[src/rtl/vehicle_counter.sv]
// vehicle_counter: four independent debounced vehicle-presence counters (clk, rst, sensor[3:0] in; count_*_4b mod 16, car_pulse[3:0] out)
module vehicle_counter #(
  parameter int DEBOUNCE = 16
) (
  input  logic       clk,
  input  logic       rst,
  input  logic [3:0] sensor,
  output logic [3:0] count_ns_4b,
  output logic [3:0] count_sn_4b,
  output logic [3:0] count_ew_4b,
  output logic [3:0] count_we_4b,
  output logic [3:0] car_pulse
);
  localparam logic [1:0] IDLE = 2'd0, RISE_WAIT = 2'd1, PRESENT = 2'd2, FALL_WAIT = 2'd3;
  localparam logic [7:0] LAST = 8'(DEBOUNCE - 1);
  logic [3:0] s1, s2;
  logic [1:0] state [4];
  logic [7:0] stab [4];
  logic [3:0] cnt [4];
  always_ff @(posedge clk) begin
    s1 <= rst ? 4'd0 : sensor;
    s2 <= rst ? 4'd0 : s1;
  end
  for (genvar c = 0; c < 4; c++) begin : ch
    // With DEBOUNCE=1 the FSM reacts to the level arriving at s2 on this edge, giving one-edge latency.
    logic lvl;
    assign lvl = (DEBOUNCE == 1) ? s1[c] : s2[c];
    always_ff @(posedge clk) begin
      if (rst) begin
        state[c] <= IDLE;
        stab[c] <= 8'd0;
        cnt[c] <= 4'd0;
        car_pulse[c] <= 1'b0;
      end else begin
        car_pulse[c] <= 1'b0;
        case (state[c])
          IDLE:
            if (lvl) begin
              if (DEBOUNCE == 1) begin
                state[c] <= PRESENT;
                cnt[c] <= cnt[c] + 4'd1;
                car_pulse[c] <= 1'b1;
              end else begin
                state[c] <= RISE_WAIT;
                stab[c] <= 8'd1;
              end
            end
          RISE_WAIT:
            if (!lvl) begin
              state[c] <= IDLE;
              stab[c] <= 8'd0;
            end else if (stab[c] == LAST) begin
              state[c] <= PRESENT;
              cnt[c] <= cnt[c] + 4'd1;
              car_pulse[c] <= 1'b1;
            end else stab[c] <= stab[c] + 8'd1;
          PRESENT:
            if (!lvl) begin
              state[c] <= (DEBOUNCE == 1) ? IDLE : FALL_WAIT;
              stab[c] <= (DEBOUNCE == 1) ? 8'd0 : 8'd1;
            end
          default:
            if (lvl) begin
              state[c] <= PRESENT;
              stab[c] <= 8'd0;
            end else if (stab[c] == LAST) begin
              state[c] <= IDLE;
              stab[c] <= 8'd0;
            end else stab[c] <= stab[c] + 8'd1;
        endcase
      end
    end
  end
  assign count_ns_4b = cnt[0];
  assign count_sn_4b = cnt[1];
  assign count_ew_4b = cnt[2];
  assign count_we_4b = cnt[3];
endmodule

[config.mk]
export PLATFORM = sky130hd
export DESIGN_NAME = vehicle_counter
export DESIGN_NICKNAME = d
export VERILOG_FILES = /design/src/rtl/vehicle_counter.sv
export SDC_FILE = /design/constraint.sdc
export NUM_CORES = 1
export LEC_CHECK = 0
export ABC_AREA = 1
export CORE_MARGIN = 3
export CORE_UTILIZATION = 53
export DETAILED_ROUTE_END_ITERATION = 16
export HOLD_SLACK_MARGIN = 0.08
export PLACE_DENSITY = 0.76
export SLEW_MARGIN = 25
export SYNTH_ARGS = -nofsm -noshare
export SYNTH_HDL_FRONTEND = slang
export SYNTH_SLANG_ARGS = --single-unit
export TNS_END_PERCENT = 5
[constraint.sdc]
create_clock -name clk -period 1.6 [get_ports clk]
set_input_delay 0.24 -clock clk [delete_from_list [all_inputs] [get_ports clk]]
set_output_delay 0.24 -clock clk [all_outputs]
set_load 0.01 [all_outputs]
==> results by group <==
Timing
  • Fin crit period: 1.60 ns
  • Clock Skew: 0.00634 ns
  • Tightest Pin Transition: 0.366 ns
  • Hold Vio Cnt, Final: 0
  • RSZ-0062 raised after global routing: yes
  • Final-report max-slew violation count: 0
  • Max-slew headroom: 0.753
  • Post-route clock period utilization: 0.997
  • Max Fclk: 0.627 GHz
  • Final setup vio count: 0
  • Setup TNS: 0 ns

Global routing
  • Grt ovf: 0
  • Vias in the first global route: 2,639
  • Antenna violations before repair: 0
  • Largest net degree at the start of global routing: 22
  • Global-route wire length before repair: 11,200 um
  • Total track usage: 0.186

Worst setup path
  • Crit Path Class: register to register
  • Setup slack, reg-to-reg: 0.005 ns
  • Critical path fanouts, max: 4
  • R2r worst-path depth: 6
  • Critical Path Sink Type: register
  • Arr. time, crit path: 1.66 ns
  • Reg-to-reg startpoint: stab[3][1]
  • CP startpoint kind: register
  • Critical Path RT: 1.67 ns
  • R2r endpoint: cnt[3][3]

Clocking
  • CTS tree: yes
  • Total CTS buffers: 9
  • Clock sink total: 68
  • Clock H-tree levels: 3
  • CTS Buffer Depth: 2
  • Clk_lat worst skew: 0.35 ns
  • Root Buffer: clkbuf_8
  • Reg clk slew, reported paths: 0.07 ns

Worst hold path
  • Worst Hold Depth: 3
  • HP Class: primary input to register
  • Worst hold start: sensor[2]
  • Hold path endpoint: s1[2]

Synth
  • Yosys cell types: 33
  • Avg Cell Area, Syn: 9.87 sq um
  • Yosys top cell area share: 0.460
  • Seq cells post-synth: 68
  • Synth area leader: edfxtp_1
  • Mapped Cells: 370
  • Post-Syn Nets: 384
  • Register area share after synthesis: 0.526
  • YS warnings: 0
  • Dominant cells by area after synthesis: edfxtp_1 46%, nor2_1 7.4%, dfxtp_1 6.6%
  • Synthesized area: 3650 sq um

Drt
  • Routed Antenna Nets: 0
  • Initial DRC Count: 90
  • DRC violations left: 0
  • Via count: 2,741
  • Vias/cell: 5.15
  • Drt first pass iters: 4
  • Final wirelength: 6810 um
  • DR WL/cell: 12.8 um

Floorplanning
  • Die height: 89.0 um
  • Std-Cell Rows: 29
  • I/O pin total: 26
  • Core area: 6530 sq um
  • Initial Utilization: 0.559
  • Die W: 89.0 um
  • Die area: 7930 sq um

Place
  • RD Place Congestion: 0.837
  • Placed cell area: 4310 sq um
  • DP HPWL: 4810 um
  • Buffers added on ports: 25

Power and ir drop
  • Worst ir drop on vdd: 0.666 mV
  • PD cells: 923 nW/um^2
  • P_leak: 1.96 nW
  • Total Power: 0.00433 W

Flow run
  • Max cap viols: 0

Cells and area
  • Area occupied by registers: 1920 sq um
  • Area Growth Syn to Fin: 28.4%
  • Multi-input gate area: 1590 sq um
  • Fillers: 491
  • Most frequent cells in the layout: 69 x nor2_1, 56 x edfxtp_1, 48 x inv_1
  • Final Cell Area: 4690 sq um
  • Layout cell share with drive strength beyond 1: 0.281
  • Commonest non-fill, non-tap cell in the layout: nor2_1
  • Diodes inserted: 0
  • Fin nets: 464

Outcome
  • Outcome: completed
## how the worst max path moves through the flow
stage / start / endpoint / slack (ns) / cells after the start
finish: stab[3][1] / cnt[3][3] / 0.005 / 6
global route: stab[3][0] / cnt[3][3] / -0.08 / 6
CTS: stab[1][0] / cnt[1][0] / -0.02 / 8
detailed placement: rst / stab[2][3] / -0.22 / 6
global placement: rst / stab[2][4] / -0.19 / 8
floorplan: stab[1][0] / cnt[1][0] / -0.07 / 7
## per-layer routing
metal | GRT usage | vias to the layer above | wire, um
met1 | 0.217 | 1278 | 2860
met5 | 0 | - | 0
met3 | 0.0553 | 11 | 245
met2 | 0.327 | 58 | 3580
met4 | 0.0650 | 0 | 120
li1 | - | 1394 | -
## registers in the layout, summed over array words and instances, names as in the netlist
name / cells
stab: 32
car_pulse: 4
s1: 4
state: 8
s2: 4
cnt: 16
## synth_stat cells
master,instances
nor3_2,6
o21ai_1,1
o21ai_0,9
inv_1,48
nor2_4,4
nor3b_2,3
xnor2_1,6
nand2_1,36
nand4_1,7
a21oi_1,5
clkinv_1,1
o21ai_4,3
inv_2,12
o21ai_2,1
o311ai_0,1
o31ai_1,4
nand3_1,25
nor3_4,5
nand2_2,5
dfxtp_1,12
ha_1,8
nor3_1,5
nor2_1,72
edfxtp_1,56
nand4_2,3
o211a_1,3
nor2_2,4
o211ai_1,1
xor2_1,18
nor2b_4,1
o22ai_4,1
buf_2,2
buf_6,2
## final cells by class
class,count,share of cell area
well taps,77,0.0205
repair buffers,73,0.150
clock buffers,11,0.0280
multi-input cells,237,0.338
clock inverters,5,0.00427
inverters,61,0.0496
flip-flops and latches,68,0.410
## kinds of logic after synthesis
family | Yosys count | share of synthesized area
xor+xnor | 24 | 0.0575
flops | 68 | 0.526
buf+inv | 65 | 0.0716
fa+ha+maj | 8 | 0.0274
simple gates | 176 | 0.255
compound gates | 29 | 0.0627
## timing repair
item,in CTS,in global routing
setup endpoints to repair,17,73
resized for setup,4,34
setup buffers,0,11
gates cloned,0,0
pin swaps,0,10
hold buffers,0,0
## metrics by stage
stage                     setup WS (ns)  hold WS (ns)  utilization  cells
final                           0.00481         0.400        0.718    532
after global routing            -0.0784         0.403        0.718    532
after CTS                       -0.0213         0.384        0.687    521
after detailed placement         -0.215         0.393        0.660    505
after global placement           -0.189         0.390        0.660    505
after floorplan                 -0.0697         0.347            -    370
## where the power goes
part / leakage [nW] / total [W] / internal, W / switching, W
Clock: 0.0773 / 0.00116 / 0.000540 / 0.000616
Sequential: 0.694 / 0.00231 / 0.00215 / 0.000159
Combinational: 1.19 / 0.000859 / 0.000380 / 0.000479
Total: 1.96 / 0.00433 / 0.00307 / 0.00125
## worst max-delay path, cell delays in order (launching register included)
cell,delay (ns)
edfxtp_1,0.36
ha_2,0.20
nand2_2,0.08
nor2_4,0.14
nand4_4,0.12
o31ai_4,0.28
buf_6,0.14
Power figures use the tool's default switching activity.
==> patch: new RTL, config.mk and constraints unchanged <==
Set the parameter `DEBOUNCE` to 8 (it was 16).
--- a/src/rtl/vehicle_counter.sv
+++ b/src/rtl/vehicle_counter.sv
@@ -1,6 +1,6 @@
 // vehicle_counter: four independent debounced vehicle-presence counters (clk, rst, sensor[3:0] in; count_*_4b mod 16, car_pulse[3:0] out)
 module vehicle_counter #(
-  parameter int DEBOUNCE = 16
+  parameter int DEBOUNCE = 8
 ) (
   input  logic       clk,
   input  logic       rst,
Formal check against the unedited RTL: no difference found for any inputs over 10 cycles, from zero or initial values and one cycle with rst high; that may be too few to reach the edited logic, so the function may still have changed.
==> patch against the original RTL <==
Sequential share of layout area increased by 2.0 points. Setup slack improved by 0.012 ns. Critical path type unchanged. Wire length shrank 9.0%. Global-route usage shrank 1.4 points. Highest routed layer unchanged. Sequential cell count stayed put. Final area is 4.6% lower. Synthesized area fell by 2.8%. Total power up 5.9%.
==> patch: results (changes against the original RTL) <==
Global route
  • Vias in the first global route: 2545 (-3.6%)
  • Total gr overflow: 0 (unchanged)
  • First-pass GRT wire length: 10300 um (-7.6%)
  • Largest net degree at the start of global routing: 18 (-18%)
  • Total GRT Usage: 0.172 (-0.0139)

Yosys
  • Commonest cells post-synth: 78 x nor2_1, 65 x inv_1, 62 x nand2_1
  • Sequential fraction of the synthesis area: 0.541 (+0.0152)
  • Post-Syn Nets: 415 (+8.1%)
  • Cell variety after synth: 29 (-12%)
  • Mapped Cells: 401 (+8.4%)
  • Number of synthesized flops with an enable pin: 56 (unchanged)
  • Top post-synthesis cells by area: edfxtp_1 47%, nor2_1 8.2%, inv_1 6.9%

Placement
  • Post-Place Cells: 539 (+6.7%)
  • Post-detail-place hpwl: 4540 um (-5.6%)
  • GP Congestion: 0.819 (-2.1%)
  • Post-DP Area: 0.00420 mm2 (-2.7%)
  • Pre-CTS WS: -0.312 ns (-0.0970 ns)

Drt
  • WL final: 6190 um (-9.0%)
  • DRT iter0 DRCs: 109 (+21%)
  • Post-DR wirelength/cell: 11.2 um (-13%)
  • Vias per std cell: 5.02 (-2.6%)

Setup path
  • R2R Path End: stab[0][0]$_DFFE_PP_
  • Critical path launch point: stab[0][4]$_DFFE_PP_
  • Max FO, Critical Path: 8 (+4)
  • R2R depth: 5 (-1)
  • Crit path max-delay family: simple AND/OR/NAND/NOR gates
  • Critical Path AT: ~1.7 ns
  • CP max stage delay: 0.39 ns (+0.03 ns)

Timing
  • Hold slack: 0.400 ns (+0.000190 ns)
  • Final Skew: 0.00990 ns (+0.00356 ns)
  • Rel. slew slack: 0.755 (+0.00260)

Pwr
  • Clock net power: 1430 uW (+23%)
  • Worst vdd ir: 0.000774 V (+16%)
  • Switch share: 0.272 (-0.0176)
  • Reg power frac: 0.508 (-0.026)
  • Share of power burned in the clock network: 0.311 (+0.044)
  • Leak Pwr: 0.00202 uW (+2.6%)
  • P per Cell Area: 1020 mW/mm2 (+11%)

Min path
  • Hold Path Sink: s2[1]$_SDFF_PP0_
  • Hold path depth: 2 (-1)
  • Hold WC Path Type: flop to flop
  • HP Start: s1[1]$_SDFF_PP0_

CTS
  • H-tree depth: 3 (unchanged)
  • Clk pin slew, worst setup/hold paths: 0.07 ns (about the same)

Finish
  • Share of layout cells above drive strength 1: 0.186 (-0.0951)
  • Layout net count: 487 (+5.0%)
  • Fillers: 479 (-2.4%)

Status
  • Status: finished, final reports clean
patch: cell count changes in the layout (fill, tap and decap cells not counted), moves of 5 or more:
| cell | change |
|---|---|
| inv_2 | -10 |
| xor2_1 | -6 |
| buf_6 | -5 |
| nor3_1 | +8 |
| nand2_1 | +28 |
| nand3_1 | +7 |
| nor2_1 | +6 |
| inv_1 | +16 |
patch: how the worst max path moves through the flow:
stage                                           to  slack [ns]
after floorplan               stab[0][0]$_DFFE_PP_       -0.07
after global placement    stab[2][4]$_SDFFCE_PN0P_       -0.27
after global routing       cnt[0][3]$_SDFFCE_PN0P_       -0.06
after CTS                     stab[0][1]$_DFFE_PP_        0.01
final                         stab[0][0]$_DFFE_PP_        0.02
after detailed placement  stab[2][4]$_SDFFCE_PN0P_       -0.31
patch: routing by layer:
metal  share of wire  global-route usage  vias up
met5               0                   0        -
met1            0.48               0.211     1276
met4           0.021              0.0809        0
li1                -                   -     1457
met2            0.47               0.291       42
met3           0.028              0.0339       10
patch: logic make-up (layout without fill, tap and decap cells):
family,Yosys count,after routing,share of synthesized area
and+or+nand+nor,216,216,0.270
adders and majority gates,8,8,0.0282
buffers and inverters,70,147,0.0786
DFF,68,68,0.541
AOI/OAI and AO/OA,21,21,0.0374
xor gates and xnor gates,18,18,0.0444
patch: what timing repair did:
item | CTS | global route
pin swaps | 0 | 5
endpoints found under the setup margin | 32 | 57
resized for setup | 6 | 18
patch: area by class of cell:
class / instances / area share
Clock inverter: 4 / 0.0106
Tap cell: 77 / 0.0215
Clock buffer: 12 / 0.0347
Timing Repair Buffer: 65 / 0.130
Sequential cell: 68 / 0.429
Inverter: 66 / 0.0559
Multi-Input combinational cell: 263 / 0.318
